**src/rtl/sdp_bram_fifo_ctrl.sv**
```systemverilog
// sdp_bram_fifo_ctrl
// Turns one external simple-dual-port block RAM into a valid/ready stream
// FIFO. Upstream words go straight into RAM port A. Reads are issued early on
// port B. The fixed RAM read latency is hidden by a small output buffer. A read
// is only issued when the buffer has a free slot reserved for its data, so
// downstream backpressure never loses a word.
//
// Ports:
//   clk, rst                    single clock, synchronous active-high reset
//   s_valid/s_ready/s_data      upstream stream (producer side)
//   m_valid/m_ready/m_data      downstream stream (consumer side)
//   level                       words accepted and not yet delivered
//   full                        RAM storage holds DEPTH words
//   empty                       level == 0
//   bram_addra/dina/ena/wea     RAM write port
//   bram_addrb/enb              RAM read port (enb = read issue)
//   bram_oreg_enb, bram_rstb    RAM output register enable / reset
//   bram_doutb                  RAM read data, RD_LATENCY cycles after issue
module sdp_bram_fifo_ctrl #(
   parameter int WIDTH      = 72,
   parameter int DEPTH      = 2048,
   parameter int RD_LATENCY = 2,
   parameter int OBUF_DEPTH = 4,
   localparam int AW        = $clog2(DEPTH)
) (
   input  logic             clk,
   input  logic             rst,
   input  logic             s_valid,
   output logic             s_ready,
   input  logic [WIDTH-1:0] s_data,
   output logic             m_valid,
   input  logic             m_ready,
   output logic [WIDTH-1:0] m_data,
   output logic [AW+1:0]    level,
   output logic             full,
   output logic             empty,
   output logic [AW-1:0]    bram_addra,
   output logic [WIDTH-1:0] bram_dina,
   output logic             bram_ena,
   output logic             bram_wea,
   output logic [AW-1:0]    bram_addrb,
   output logic             bram_enb,
   output logic             bram_oreg_enb,
   output logic             bram_rstb,
   input  logic [WIDTH-1:0] bram_doutb
);

   localparam int OW = (OBUF_DEPTH > 1) ? $clog2(OBUF_DEPTH) : 1;
   localparam int CW = $clog2(OBUF_DEPTH + 2);

   // Reject configurations the credit scheme cannot support at elaboration.
   if ((OBUF_DEPTH < RD_LATENCY + 1) || (RD_LATENCY < 1) || (RD_LATENCY > 2) ||
       (DEPTH < 4) || ((DEPTH & (DEPTH - 1)) != 0)) begin : g_param_check
      $error("sdp_bram_fifo_ctrl: illegal DEPTH/RD_LATENCY/OBUF_DEPTH combination");
   end

   logic [AW-1:0]       wr_ptr;
   logic [AW-1:0]       rd_ptr;
   logic [AW:0]         bram_cnt;
   logic [AW+1:0]       level_q;
   logic [RD_LATENCY-1:0] rd_pipe;
   logic [WIDTH-1:0]    obuf [OBUF_DEPTH];
   logic [OW-1:0]       obuf_head;
   logic [OW-1:0]       obuf_tail;
   logic [CW-1:0]       obuf_cnt;
   logic [CW-1:0]       inflight;
   logic [CW-1:0]       credits;
   logic                wr_en;
   logic                pop;
   logic                issue;
   logic                capture;

   function automatic logic [OW-1:0] obuf_next(input logic [OW-1:0] p);
      return (p == OW'(OBUF_DEPTH - 1)) ? '0 : p + OW'(1);
   endfunction

   // Reads issued but whose data has not yet reached the output buffer.
   always_comb begin
      inflight = '0;
      for (int i = 0; i < RD_LATENCY; i++) begin
         inflight = inflight + CW'(rd_pipe[i]);
      end
   end

   // A slot freed by a pop this cycle can already be promised to a new read,
   // because the data of that read arrives at least one cycle later.
   assign credits = CW'(OBUF_DEPTH) - inflight - obuf_cnt + CW'(pop);

   assign s_ready = !rst && (bram_cnt != (AW+1)'(DEPTH));
   assign wr_en   = s_valid && s_ready;
   assign m_valid = !rst && (obuf_cnt != '0);
   assign pop     = m_valid && m_ready;
   assign issue   = !rst && (bram_cnt != '0) && (credits != '0);
   assign capture = rd_pipe[RD_LATENCY-1];
   assign m_data  = obuf[obuf_head];

   assign bram_ena      = wr_en;
   assign bram_wea      = wr_en;
   assign bram_addra    = wr_ptr;
   assign bram_dina     = s_data;
   assign bram_enb      = issue;
   assign bram_addrb    = rd_ptr;
   assign bram_oreg_enb = 1'b1;
   assign bram_rstb     = rst;

   assign level = level_q;
   assign empty = rst || (level_q == '0);
   assign full  = !rst && (bram_cnt == (AW+1)'(DEPTH));

   // Pointers, occupancy counters and the read-valid pipe. Reset drops every
   // stored and in-flight word; RAM contents are simply forgotten.
   always_ff @(posedge clk) begin
      if (rst) begin
         wr_ptr    <= '0;
         rd_ptr    <= '0;
         bram_cnt  <= '0;
         level_q   <= '0;
         rd_pipe   <= '0;
         obuf_head <= '0;
         obuf_tail <= '0;
         obuf_cnt  <= '0;
      end else begin
         if (wr_en) wr_ptr <= wr_ptr + AW'(1);
         if (issue) rd_ptr <= rd_ptr + AW'(1);

         case ({wr_en, issue})
            2'b10:   bram_cnt <= bram_cnt + (AW+1)'(1);
            2'b01:   bram_cnt <= bram_cnt - (AW+1)'(1);
            default: bram_cnt <= bram_cnt;
         endcase

         case ({wr_en, pop})
            2'b10:   level_q <= level_q + (AW+2)'(1);
            2'b01:   level_q <= level_q - (AW+2)'(1);
            default: level_q <= level_q;
         endcase

         rd_pipe[0] <= issue;
         for (int i = 1; i < RD_LATENCY; i++) begin
            rd_pipe[i] <= rd_pipe[i-1];
         end

         if (capture) obuf_tail <= obuf_next(obuf_tail);
         if (pop)     obuf_head <= obuf_next(obuf_head);

         case ({capture, pop})
            2'b10:   obuf_cnt <= obuf_cnt + CW'(1);
            2'b01:   obuf_cnt <= obuf_cnt - CW'(1);
            default: obuf_cnt <= obuf_cnt;
         endcase
      end
   end

   // Output buffer storage needs no reset; validity lives in obuf_cnt.
   always_ff @(posedge clk) begin
      if (capture && !rst) obuf[obuf_tail] <= bram_doutb;
   end

   // Credits make a capture into a full, non-draining buffer impossible.
   a_obuf_no_overflow: assert property (@(posedge clk) disable iff (rst)
      !(capture && !pop && (obuf_cnt == CW'(OBUF_DEPTH))));

endmodule

```
**config.mk**
```make
export PLATFORM = sky130hd
export DESIGN_NAME = sdp_bram_fifo_ctrl
export DESIGN_NICKNAME = d
export VERILOG_FILES = /design/src/rtl/sdp_bram_fifo_ctrl.sv
export SDC_FILE = /design/constraint.sdc
export NUM_CORES = 1
export LEC_CHECK = 0
export CAP_MARGIN = 20
export CORE_MARGIN = 4
export CORE_UTILIZATION = 28
export DETAILED_ROUTE_END_ITERATION = 8
export GPL_ROUTABILITY_DRIVEN = 0
export PLACE_DENSITY = 0.53
export SLEW_MARGIN = 25
export SYNTH_ARGS = -nofsm -noshare
export SYNTH_HDL_FRONTEND = slang
export SYNTH_SLANG_ARGS = --single-unit
```
**constraint.sdc**
```tcl
create_clock -name clk -period 6.1 [get_ports clk]
set_input_delay 1.525 -clock clk [delete_from_list [all_inputs] [get_ports clk]]
set_output_delay 1.525 -clock clk [all_outputs]
set_load 0.05 [all_outputs]
```
==> qor.yml, run 1 <==
timing:
  setup_viol: 0
  hold_viol: 0
  setup_tns_ns: 0
  whs_ns: 0.485
  clock.fmax_mhz: 190
  layout_min_cycle_time_ns: 5.28
  fin_skew_ns: 0.0118
  tightest_slew_ns: 0.833
  finalMaxSlewViolations: 0
  setup_slack_ns: 0.825
  fin_crit_sh: 0.865
  max_slew_margin: 0.445
  rsz0062_at_grt: "no"
floorplan:
  core_sq_um: 51300
  io_pins: 336
  fp.dieH_um: 236
  die_w_um: 236
  rows: 83
  die_area_sq_um: 55500
  start_util: 0.283
cts:
  cts_root_buffer: "clkbuf_16"
  cts_buffers: 41
  cts_resized: 0
  cts_num_sinks: 346
  clk-insertion-delay-late_ns: 0.54
  path_clk_slew_ns: 0.05
  tritoncts: "yes"
  h-tree-depth: 2
  post-cts-setup-buffer-count: 0
  cts.path.max_buffers: 3
  ctsHoldBuffers: 0
synth:
  syn_inst: 878
  synthFlopType: "edfxtp_1"
  yosys_register_bits: 346
  async_flop_share: 0
  syn-cell-area_sq_um: 14500
  synth_fp_nets: 1064
  syn_area_per_cell_sq_um: 16.5
  synth.top_cell.area_share: 0.596
  yosys_warnings: 0
  yosysUniqueCellTypes: 61
  seq_area_frac_synth: 0.676
  synth_enable_flop_cells: 288
  yosysTopAreaCell: "edfxtp_1"
  synth_area_leaders: "edfxtp_1 (60%), mux4_2 (11%), dfxtp_1 (8.0%)"
pwr:
  power_frac_seq: 0.394
  p_int_mw: 4.89
  p_leak_nw: 5.93
  p_clk_frac: 0.328
  powerDensity_nw_per_um2: 397
  p_comb_frac: 0.278
  switching_power_mw: 2.26
  p_total_mw: 7.15
  swShare: 0.316
  vdd.ir_drop.worst_v: 0.000243
finish:
  multi_input_area_sq_um: 3940
  nets: 1211
  fin_util: 0.351
  seqCellArea_sq_um: 9820
  finish.instance_area_sq_um: 18000
  final_common_cell: "edfxtp_1"
  final_cell_mix: "edfxtp_1 (288), clkdlybuf4s50_1 (188), mux4_2 (72)"
  n_fill_cell: 4938
  final_cells: 1735
  syn_to_final_growth_pct: 24.1
  drive_above_1_share: 0.158
  antenna_cells: 0
critical_path:
  path_cells: "clkdlybuf4s50_1 > nand2_1 > fa_1 > inv_1 > ha_1 > xor2_1 > xnor2_1 > a221oi_4 > buf_4 > buf_12"
  crit_type: "input port to output port"
  cpPeakStageDelay_ns: 0.45
  arrival_ns: 3.75
  path_buf_inv: 4
  r2r_setup_slack_ns: 1.97
  slowest_stage: "clkdlybuf4s50_1"
  r2r-start: "obuf_cnt[1]"
  reg2regPathDepth: 18
  cp_max_fo: 14
  critPathCaptureType: "output port"
  critical_path.top_delay_family: "buffers and inverters"
  r2r-end: "bram_cnt[10]"
  start_kind: "input port"
  worstPathRequired_ns: 4.58
grt:
  grt_pass1_wl_um: 50300
  grt_pass1_vias: 8400
  grt_use_total: 0.115
  grt_max_degree: 70
  globalRouteOverflowTotal: 0
  antenna_found_initial: 2
run_status:
  status: "completed"
routing:
  top_layer_used: "met5"
  drc: 0
  vias_per_cell: 4.56
  dr_wl_met3_um: 2060
  drt_pass1_iterations: 4
  wl_met1_um: 14700
  drtIter0Drc: 341
  wl_um: 32500
  routedWlPerCell_um: 18.7
  vias: 7909
  dr_wl_met2_um: 15000
  antenna_left: 0
hold_path:
  min_from: "bram_addrb[10]"
  min_path_cells: 2
  hold_class: "register to register"
  min_delay_worst_endpoint: "bram_addrb[10]"
place:
  pre_cts_slack_ns: 0.599
  placed_area_sq_um: 16700
  dp_cells: 1662
  dpl.hpwl_um: 20400
  port_buffers: 190
flow_run:
  cap_violations: 0
-- layout make-up --
class                           instances  area share
Timing Repair Buffer                  208       0.113
Clock inverter                         27      0.0132
Clock buffer                           46      0.0580
Inverter                               22     0.00472
Sequential cell                       346       0.545
Multi-Input combinational cell        406       0.219
Tap cell                              680      0.0472
-- Yosys cell counts, drive strengths merged, types with 3 or more instances --
| cell | n |
|---|---|
| edfxtp | 288 |
| buf | 86 |
| mux4 | 72 |
| dfxtp | 58 |
| nor2 | 56 |
| ha | 34 |
| nand2 | 28 |
| a21oi | 26 |
| xor2 | 25 |
| inv | 22 |
| clkbuf | 18 |
| o21ai | 16 |
| nor3 | 12 |
| o21a | 11 |
| nor2b | 9 |
| and2 | 8 |
| nand2b | 8 |
| a211oi | 7 |
| nand4 | 7 |
| o22ai | 7 |
| xnor2 | 7 |
| a21o | 6 |
| nand3 | 6 |
| or3 | 6 |
| and3 | 5 |
| nand3b | 5 |
| nor4 | 5 |
| fa | 4 |
| mux2i | 4 |
| o211ai | 4 |
| a221oi | 3 |
| or2 | 3 |
-- registers in the layout, indices dropped and copies added, names as in the netlist, named ones only --
name	cells
obuf	288
level	13
bram_cnt	12
bram_addra	11
bram_addrb	11
obuf_cnt	3
obuf_head	2
obuf_tail	2
rd_pipe	2
-- worst reg2reg max path, stage by stage (launching register included) --
cell and delay [ns]:
dfxtp_1 0.38, nor3_1 0.09, nor2_1 0.12, nand2_1 0.19, fa_1 0.40, inv_1 0.07
ha_1 0.15, xor2_1 0.19, xnor2_1 0.14, a221oi_4 0.26, ha_1 0.46, inv_1 0.16
fa_1 0.41, nor2b_1 0.19, o31a_1 0.22, o21ai_1 0.12, a21oi_1 0.21, nor4b_1 0.08
a211o_1 0.22
-- metal layers --
| layer | track usage | up-vias |
|---|---|---|
| met3 | 0.0384 | 51 |
| met5 | 0 | - |
| met2 | 0.184 | 249 |
| met4 | 0.0294 | 4 |
| met1 | 0.151 | 3989 |
| li1 | - | 3616 |
-- power groups by stage --
stage | sequential [mW] | combinational (mW) | clock (mW)
5_1_grt | 2.84 | 2.13 | 2.54
2_1_floorplan | 2.84 | 1.54 | 0
4_1_cts | 2.82 | 2.02 | 2.43
3_5_place_dp | 2.87 | 2.01 | 0
6_report | 2.81 | 1.99 | 2.34
3_3_place_gp | 2.87 | 2.00 | 0
-- worst max-delay path by stage --
stage | startpoint | to | slack [ns] | cells past startpoint
2_1_floorplan | rst | bram_cnt[11] | 0.31 | 17
3_3_place_gp | m_ready | bram_cnt[10] | 0.67 | 17
3_5_place_dp | m_ready | bram_cnt[10] | 0.60 | 17
4_1_cts | m_ready | bram_enb | 0.81 | 10
5_1_grt | m_ready | bram_enb | 0.64 | 10
6_report | m_ready | bram_enb | 0.82 | 10
-- kinds of logic after synthesis --
| family | synth area share |
|---|---|
| DFF | 0.676 |
| and+or+nand+nor | 0.0574 |
| buffers and inverters | 0.0533 |
| AOI/OAI and AO/OA | 0.0430 |
| muxes | 0.116 |
| adders and majority gates | 0.0348 |
| xor gates and xnor gates | 0.0193 |
| other | 0.000258 |
No activity file was read; power rests on OpenSTA's default activity.
==> inputs of run 2 (changes only) <==
- SLEW_MARGIN: 25 -> default
==> results of run 2 <==
The final DEF is identical to that of run 1; final timing and power are the same.
